**src/rtl/window_gen_3x3.sv**
```systemverilog
`default_nettype none
// ============================================================================
//  Module      : window_gen_3x3
//  Description : Streaming 3x3 sliding-window generator. Takes a raster-order
//                pixel stream and presents the nine taps of every full 3x3
//                window (row-major) to the downstream 9-operand adder.
//  Revision    : 1.0  initial release
// ----------------------------------------------------------------------------
//  Parameters
//    WIDTH      pixel / tap width in bits
//    IMG_W      image width in pixels (>=3)
//    IMG_H      image height in pixels (>=3)
//  Ports
//    clk        rising-edge clock
//    rst        asynchronous active-high reset
//    in_pixel   input pixel, raster order
//    in_valid   in_pixel valid
//    in_ready   block accepts in_pixel this cycle
//    win1..win9 window taps; win1 = (r-2,c-2), win5 = centre, win9 = (r,c)
//    out_valid  win1..win9 hold a valid window
//    out_ready  consumer takes the window this cycle
//    out_last   final window of the frame (only with LAST_FLAG_EN)
//  Build option
//    LAST_FLAG_EN  when defined, adds the out_last port and its logic
// ============================================================================
module window_gen_3x3 #(
    parameter int WIDTH = 16,
    parameter int IMG_W = 28,
    parameter int IMG_H = 28
) (
    input  logic             clk,
    input  logic             rst,
    input  logic [WIDTH-1:0] in_pixel,
    input  logic             in_valid,
    output logic             in_ready,
    output logic [WIDTH-1:0] win1,
    output logic [WIDTH-1:0] win2,
    output logic [WIDTH-1:0] win3,
    output logic [WIDTH-1:0] win4,
    output logic [WIDTH-1:0] win5,
    output logic [WIDTH-1:0] win6,
    output logic [WIDTH-1:0] win7,
    output logic [WIDTH-1:0] win8,
    output logic [WIDTH-1:0] win9,
    output logic             out_valid,
    input  logic             out_ready
`ifdef LAST_FLAG_EN
    ,
    output logic             out_last
`endif
);

    localparam int CW = $clog2(IMG_W);
    localparam int RW = $clog2(IMG_H);

    // position of the next pixel to be accepted
    logic [CW-1:0]    r_col;
    logic [RW-1:0]    r_row;

    // r_lb2 holds row r-2, r_lb1 holds row r-1, both indexed by column
    logic [WIDTH-1:0] r_lb1 [IMG_W];
    logic [WIDTH-1:0] r_lb2 [IMG_W];

    // the two previous window columns (c-2 and c-1), index 0 = top row
    logic [WIDTH-1:0] r_colm2 [3];
    logic [WIDTH-1:0] r_colm1 [3];

    logic [WIDTH-1:0] r_win [9];
    logic             r_valid;

    logic             w_accept;
    logic             w_emit;
    logic             w_col_end;
    logic             w_row_end;
    logic [WIDTH-1:0] w_newcol [3];
    logic [WIDTH-1:0] w_win    [9];

    assign in_ready  = !r_valid || out_ready;
    assign w_accept  = in_valid && in_ready;
    assign w_col_end = (r_col == CW'(IMG_W - 1));
    assign w_row_end = (r_row == RW'(IMG_H - 1));
    // windows only for pixels at row>=2, col>=2, so they never span a row
    // wrap and never use rows left over from a previous frame
    assign w_emit    = w_accept && (r_row >= RW'(2)) && (r_col >= CW'(2));

    // column entering the window: two buffered rows above plus the new pixel
    always_comb begin
        w_newcol[0] = r_lb2[r_col];
        w_newcol[1] = r_lb1[r_col];
        w_newcol[2] = in_pixel;
        for (int r = 0; r < 3; r++) begin
            w_win[r*3 + 0] = r_colm2[r];
            w_win[r*3 + 1] = r_colm1[r];
            w_win[r*3 + 2] = w_newcol[r];
        end
    end

    // raster position counters
    always_ff @(posedge clk or posedge rst) begin
        if (rst) begin
            r_col <= '0;
            r_row <= '0;
        end else if (w_accept) begin
            if (w_col_end) begin
                r_col <= '0;
                r_row <= w_row_end ? '0 : r_row + RW'(1);
            end else begin
                r_col <= r_col + CW'(1);
            end
        end
    end

    // line buffers and column history carry no reset: their contents are
    // always rewritten before any emitted window depends on them
    always_ff @(posedge clk) begin
        if (w_accept) begin
            r_lb2[r_col] <= r_lb1[r_col];
            r_lb1[r_col] <= in_pixel;
            for (int r = 0; r < 3; r++) begin
                r_colm2[r] <= r_colm1[r];
                r_colm1[r] <= w_newcol[r];
            end
        end
    end

    // single-entry output register
    always_ff @(posedge clk or posedge rst) begin
        if (rst) begin
            r_valid <= 1'b0;
            for (int i = 0; i < 9; i++) begin
                r_win[i] <= '0;
            end
        end else if (w_emit) begin
            r_valid <= 1'b1;
            for (int i = 0; i < 9; i++) begin
                r_win[i] <= w_win[i];
            end
        end else if (out_ready) begin
            r_valid <= 1'b0;
        end
    end

`ifdef LAST_FLAG_EN
    logic r_last;

    always_ff @(posedge clk or posedge rst) begin
        if (rst) begin
            r_last <= 1'b0;
        end else if (w_emit) begin
            r_last <= w_row_end && w_col_end;
        end else if (out_ready) begin
            r_last <= 1'b0;
        end
    end

    assign out_last = r_last;
`endif

    assign out_valid = r_valid;
    assign win1 = r_win[0];
    assign win2 = r_win[1];
    assign win3 = r_win[2];
    assign win4 = r_win[3];
    assign win5 = r_win[4];
    assign win6 = r_win[5];
    assign win7 = r_win[6];
    assign win8 = r_win[7];
    assign win9 = r_win[8];

endmodule
`default_nettype wire

```
**config.mk**
```make
export PLATFORM = sky130hd
export DESIGN_NAME = window_gen_3x3
export DESIGN_NICKNAME = d
export VERILOG_FILES = /design/src/rtl/window_gen_3x3.sv
export SDC_FILE = /design/constraint.sdc
export NUM_CORES = 1
export LEC_CHECK = 0
export ABC_AREA = 0
export CAP_MARGIN = 5
export CORE_AREA = 4 4 421 423
export CTS_BUF_LIST = sky130_fd_sc_hd__clkbuf_8 sky130_fd_sc_hd__clkbuf_16
export CTS_CLUSTER_SIZE = 8
export DETAILED_ROUTE_END_ITERATION = 8
export DIE_AREA = 0 0 425 427
export PLACE_DENSITY = 0.37
export SKIP_LAST_GASP = 1
export SLEW_MARGIN = 40
export SYNTH_ARGS = -nofsm -noshare
export SYNTH_HDL_FRONTEND = slang
export SYNTH_SLANG_ARGS = --single-unit
```
**constraint.sdc**
```tcl
create_clock -name clk -period 8.5 [get_ports clk]
set_clock_uncertainty 0.2 [all_clocks]
set_input_delay 1.7 -clock clk [delete_from_list [all_inputs] [get_ports clk]]
set_output_delay 1.7 -clock clk [all_outputs]
set_load 0.01 [all_outputs]
```
# Word-level counts from Yosys, hierarchy flattened
# Memory sizes are Yosys's and may differ from the RTL's. A register that Yosys moved wholly into a read port is not among the register bits.
# Cells that the tools add are included.
word_totals:
  register_bits: 107
  latchBits: 0
  mem_bits_rw: 992
  romBits: 0
  input_bits: 20
  output_inout_bits: 146
  wordCells: 32
  mem_count: 4
mem_list:
  columns: ["memory", "depth", "word_bits", "rd", "rd_ports_with_merged_regs", "write_ports", "line", "rtl"]
  rows:
  - ["r_lb1", 28, 16, 1, 0, 1, "61", "logic [WIDTH-1:0] r_lb1 [IMG_W];"]
  - ["r_lb2", 28, 16, 1, 0, 1, "62", "logic [WIDTH-1:0] r_lb2 [IMG_W];"]
  - ["r_colm1", 3, 16, 3, 0, 3, "66", "logic [WIDTH-1:0] r_colm1 [3];"]
  - ["r_colm2", 3, 16, 3, 3, 3, "65", "logic [WIDTH-1:0] r_colm2 [3];"]
op_classes:
  add_sub_neg: 2
  multipliers: 0
  div_mod_pow: 0
  magnitude_cmp: 2
  eq_ne: 2
  shift: 0
  muxes: 6
  n_bitwise: 0
  reduce_logical: 7
ops:
  columns: ["operator", "count"]
  rows:
  - ["$add 5x1->5 const B", 2]
  - ["$eq 5x5->1 const B", 2]
  - ["$ge 5x2->1 const B", 2]
  - ["$mux 5", 2]
  - ["$mux 1", 4]
  - ["$logic_and 1x1->1", 3]
  - ["$reduce_and 2->1", 1]
  - ["$reduce_bool 2->1", 1]
  - ["$logic_not 1->1", 1]
  - ["$logic_or 1x1->1", 1]

# Logic depth before layout (Yosys ltp)
logic_depth:
  word_depth: 6
  depth_mapped: 11
  mapped_depth_nobuf: 5

# Least setup slack after synthesis
# No wires, ideal clock.
synth_path:
  path_kind: "input-to-reg"
  start: "input out_ready"
  end: "memory r_lb1[4][0] (enable)"
  setup_time_ps: 421
  arrival_time_ps: 7005
  required_time_ps: 7879
  path_slack_ps: 874
  stages: 5
  path_buffers: 1
  cell_sequence: "nand2b_1 and2_1 clkbuf_1 nand2_1 nor2_1"
synth_between:
  elab_chain_len: 4
synth_lines:
  columns: ["item", "line", "rtl"]
  rows:
  - ["start, declared", "46", "input logic out_ready"]
  - ["$logic_or 1x1->1", "78", "assign in_ready = !r_valid || out_ready;"]
  - ["$logic_and 1x1->1", "79", "assign w_accept = in_valid && in_ready;"]
  - ["named net w_accept", "71", "logic w_accept;"]
  - ["$mux 1", "116", "if (w_accept) begin"]
  - ["$mux 1 (not written as such)", "118", "r_lb1[r_col] <= in_pixel;"]
  - ["end, declared", "61", null]
# The timed path passes the listed nets, and every way through them passes these cells.

# Worst setup path after layout
layout_path:
  start: "input out_ready"
  end: "output in_ready"
layout_between:
  elab_chain_len: 1
layout_lines:
  columns: ["item", "line", "rtl"]
  rows:
  - ["$logic_or 1x1->1", "78", null]
  - ["end, declared", "35", "output logic in_ready,"]
# No other way between the ends.

==> results.md <==
* Run status: completed
* Post-layout util at 0.3069
* Area contributors post-synth: edfxtp_1 (69%), dfrtp_1 (9.0%), mux2i_1 (8.3%), mux2_2 (3.7%), o22ai_1 (2.2%)
* Max incr delay on CP at around 0.63 ns
* Critical Path Start: out_ready
* Met2 WL post-DR at 54.65 mm
* Data required, critical path at approximately 6.6 ns
* Via/cell ratio at 4.451
* Crit path cell chain: clkdlybuf4s50_1 -> nand2b_1 -> clkdlybuf4s50_1
* Antenna violations before repair at 8
* Yosys top cell by area: edfxtp_1
* Vias in the first global route at about 23000
* Final hold vios at 0
* Synth async-reset ratio at 0.1351
* # clock sinks at 1147
* Reg2Reg Depth at 6
* Core box area at 173400 sq um
* I/O pin total at between 150 and 200
* Synth warn at 0
* Hold Crit Class: flip-flop to flip-flop
* Post-DP HPWL at between 70 and 80 mm
* Final Max Tran Viols at 0
* CP endpoint kind: output pin
* GP Congestion at 0.7254
* Maxcap violations at 0
* Crit path max-delay family: buffers and inverters
* Number of nets with antenna violations after routing at 0
* Syn Std Cell Area at approximately 43000 sq um
* Slew @ Worst Pin at 0.9221 ns
* Met3 wire length at about 7 mm
* Largest net degree at the start of global routing at between 100 and 150
* RR Endpoint: win6[9]
* Pwr Total at around 0.02 W
* H-tree lvl count at 4
* Fin Setup TNS at 0 ns
* CTS Buf Count at between 150 and 200
* Share of the synthesized area in the top cell type at 0.6898
* Area Growth Syn to Fin at 23.27%
* R2R setup slack at 4.19 ns
* Fin crit share at 0.5964
* Crit path buf inv count at 2
* Number of synthesized register bits at roughly 1100
* Synth cell count leaders: edfxtp_1 (992), mux2i_1 (356), dfrtp_1 (155)
* Final cell count without fillers at roughly 5000
* Max VDD drop at between 0.2 and 0.25 mV
* Num rows at 153
* Post-route cell area at roughly 53000 sq um
* Layout fillers at 16880
* DR WL/cell at ~25 um
* Total grt overflow at 0
* Critical Path AT at approximately 3.2 ns
* Dpl cells at 4686
* Worst-Skew Late Latency at approximately 0.77 ns
* Post-CTS Setup Bufs at 0
* First-pass GRT wire length at about 170 mm
* Clock-pin slew on the worst setup and hold paths at 0.05 ns
* Syn Inst Count at approximately 2200
* # resized after CTS at 0
* Fraction of layout cells with a size suffix above 1 at 0.2069
* Most frequent cell after synthesis: edfxtp_1
* EDFF count, synth at approximately 990
* Drt total wl at roughly 120 mm
* # nets final at 2554
* Worst Path Class, Setup: input port to output pin
* RR Startpoint: r_col[1]
* Port Buf Inserts at ~170
* Clk buf depth at 3
* CP dominant cell by count: clkdlybuf4s50_1
* Root Driver: clkbuf_16
* Seq/Total Area, Yosys at 0.7796
* Die Ht at approximately 430 um
* Crit path to: in_ready
* Slowest-stage cell, CP: clkdlybuf4s50_1
* Width of the die at 425 um
* Die ar. at 181500 sq um
* RSZ-0062 raised after global routing: no
* Critical path startpoint category: input port
* CTS tree: done
* Hold_buf cts at 0
* Final min period at between 5 and 6 ns
* Slew HR at 0.3796
* Mapped Avg Cell Area at around 20 sq um
* Total GRT Usage at 0.1338
* TritonRoute pass-1 iters at 5
* Critical path depth at 3
* Via count at between 20000 and 25000
* Highest routed metal layer: met4
* Pwr Density at 379.9 nW/um^2
* DRT iter0 DRCs at 1747
* DRC Markers at 0
* Max Fclk at 197.2 MHz
* Syn Nets at 2246
* DP Area at 48540 sq um
* CP max FO at 3
* Met1 WL at a little under 60 mm
* Leakage Power at 18.36 nW
* Post-synth top flop: edfxtp_1
* Post-synth cell types at 53
* Setup-failing EPs final at 0
* Initial core utilization at 0.2490
state kept, by name (all words and copies together), names as in the netlist:
register   cells
out_valid      1
r_colm1       48
win6          16
win9          16
win3          16
win5          16
r_col          5
win7          16
r_lb1        448
win1          16
r_row          5
win4          16
win2          16
win8          16
r_colm2       48
r_lb2        448
routing by layer:
metal  up-vias  GRT usage
met5         -          0
met4         0    0.03633
met3       173    0.02742
met2       635     0.2031
met1     11570     0.1940
li1       9560          -
layout by cell type (no fill, tap or decap), drive strengths merged, types with 5 or more instances in the layout:
master,Yosys,routed
clkbuf,17,170
dfrtp,155,155
a211oi,23,23
edfxtp,992,992
nor2,36,36
mux2,147,147
mux4,46,46
a22oi,26,26
clkdlybuf4s50,0,162
nor4,25,25
nor2b,10,10
and2,5,5
nand3,28,28
nand2,45,45
inv,6,63
nand2b,5,5
o22ai,152,152
mux2i,356,356
nand4bb,5,5
nand4,7,7
buf,98,96
ha,6,6
clkinv,0,10
kinds of logic (layout without fill, tap and decap cells):
group / after synthesis / in the layout / synth area share
AO/OA/AOI/OAI: 216 / 216 / 0.03323
XOR/XNOR: 1 / 1 / 0.0002029
adder cells (fa/ha/maj): 6 / 6 / 0.001738
buffers and inverters: 121 / 501 / 0.01605
flip-flops: 1147 / 1147 / 0.7796
multiplexers: 549 / 549 / 0.1459
other: 0 / 4 / 0
AND/OR/NAND/NOR: 180 / 180 / 0.02327
power breakdown:
group,switching (W),internal (W),leakage (nW)
Combinational,0.00397,0.00211,4.86
Clock,0.00230,0.00349,2.44
Sequential,0.000418,0.00793,11.1
how the worst min path moves through the flow:
| stage | start | end | slack (ns) | depth (start not counted) |
|---|---|---|---|---|
| 2_1_floorplan | r_colm1[0][0] | r_colm2[0][0] | 0.22 | 0 |
| 5_1_grt | r_colm1[0][28] | r_colm2[0][28] | 0.25 | 0 |
| 6_report | r_colm1[0][21] | r_colm2[0][21] | 0.24 | 0 |
| 3_3_place_gp | r_colm1[0][31] | r_colm2[0][31] | 0.23 | 0 |
| 4_1_cts | r_colm1[0][26] | r_colm2[0][26] | 0.24 | 0 |
| 3_5_place_dp | r_colm1[0][29] | r_colm2[0][29] | 0.23 | 0 |
per-stage QoR:
stage | hold WS, ns | setup WS, ns
after floorplan | 0.2204 | 0.8737
after detailed placement | 0.2287 | 2.963
after global placement | 0.2251 | 2.896
final | 0.2394 | 3.430
after global routing | 0.2482 | 3.430
after CTS | 0.2385 | 3.461
area by class of cell:
type                    count  area, sq um  area share
inverters                   6        30.03   0.0005641
diodes                      4        10.01   0.0001880
repair buffers            259         2794     0.05249
clock inverters            67        351.6    0.006605
multi-input cells         952         9245      0.1737
well taps                2325         2909     0.05465
flip-flops and latches   1147        33670      0.6326
clock buffers             169         4218     0.07923
No activity file was read; power rests on OpenSTA's default activity.
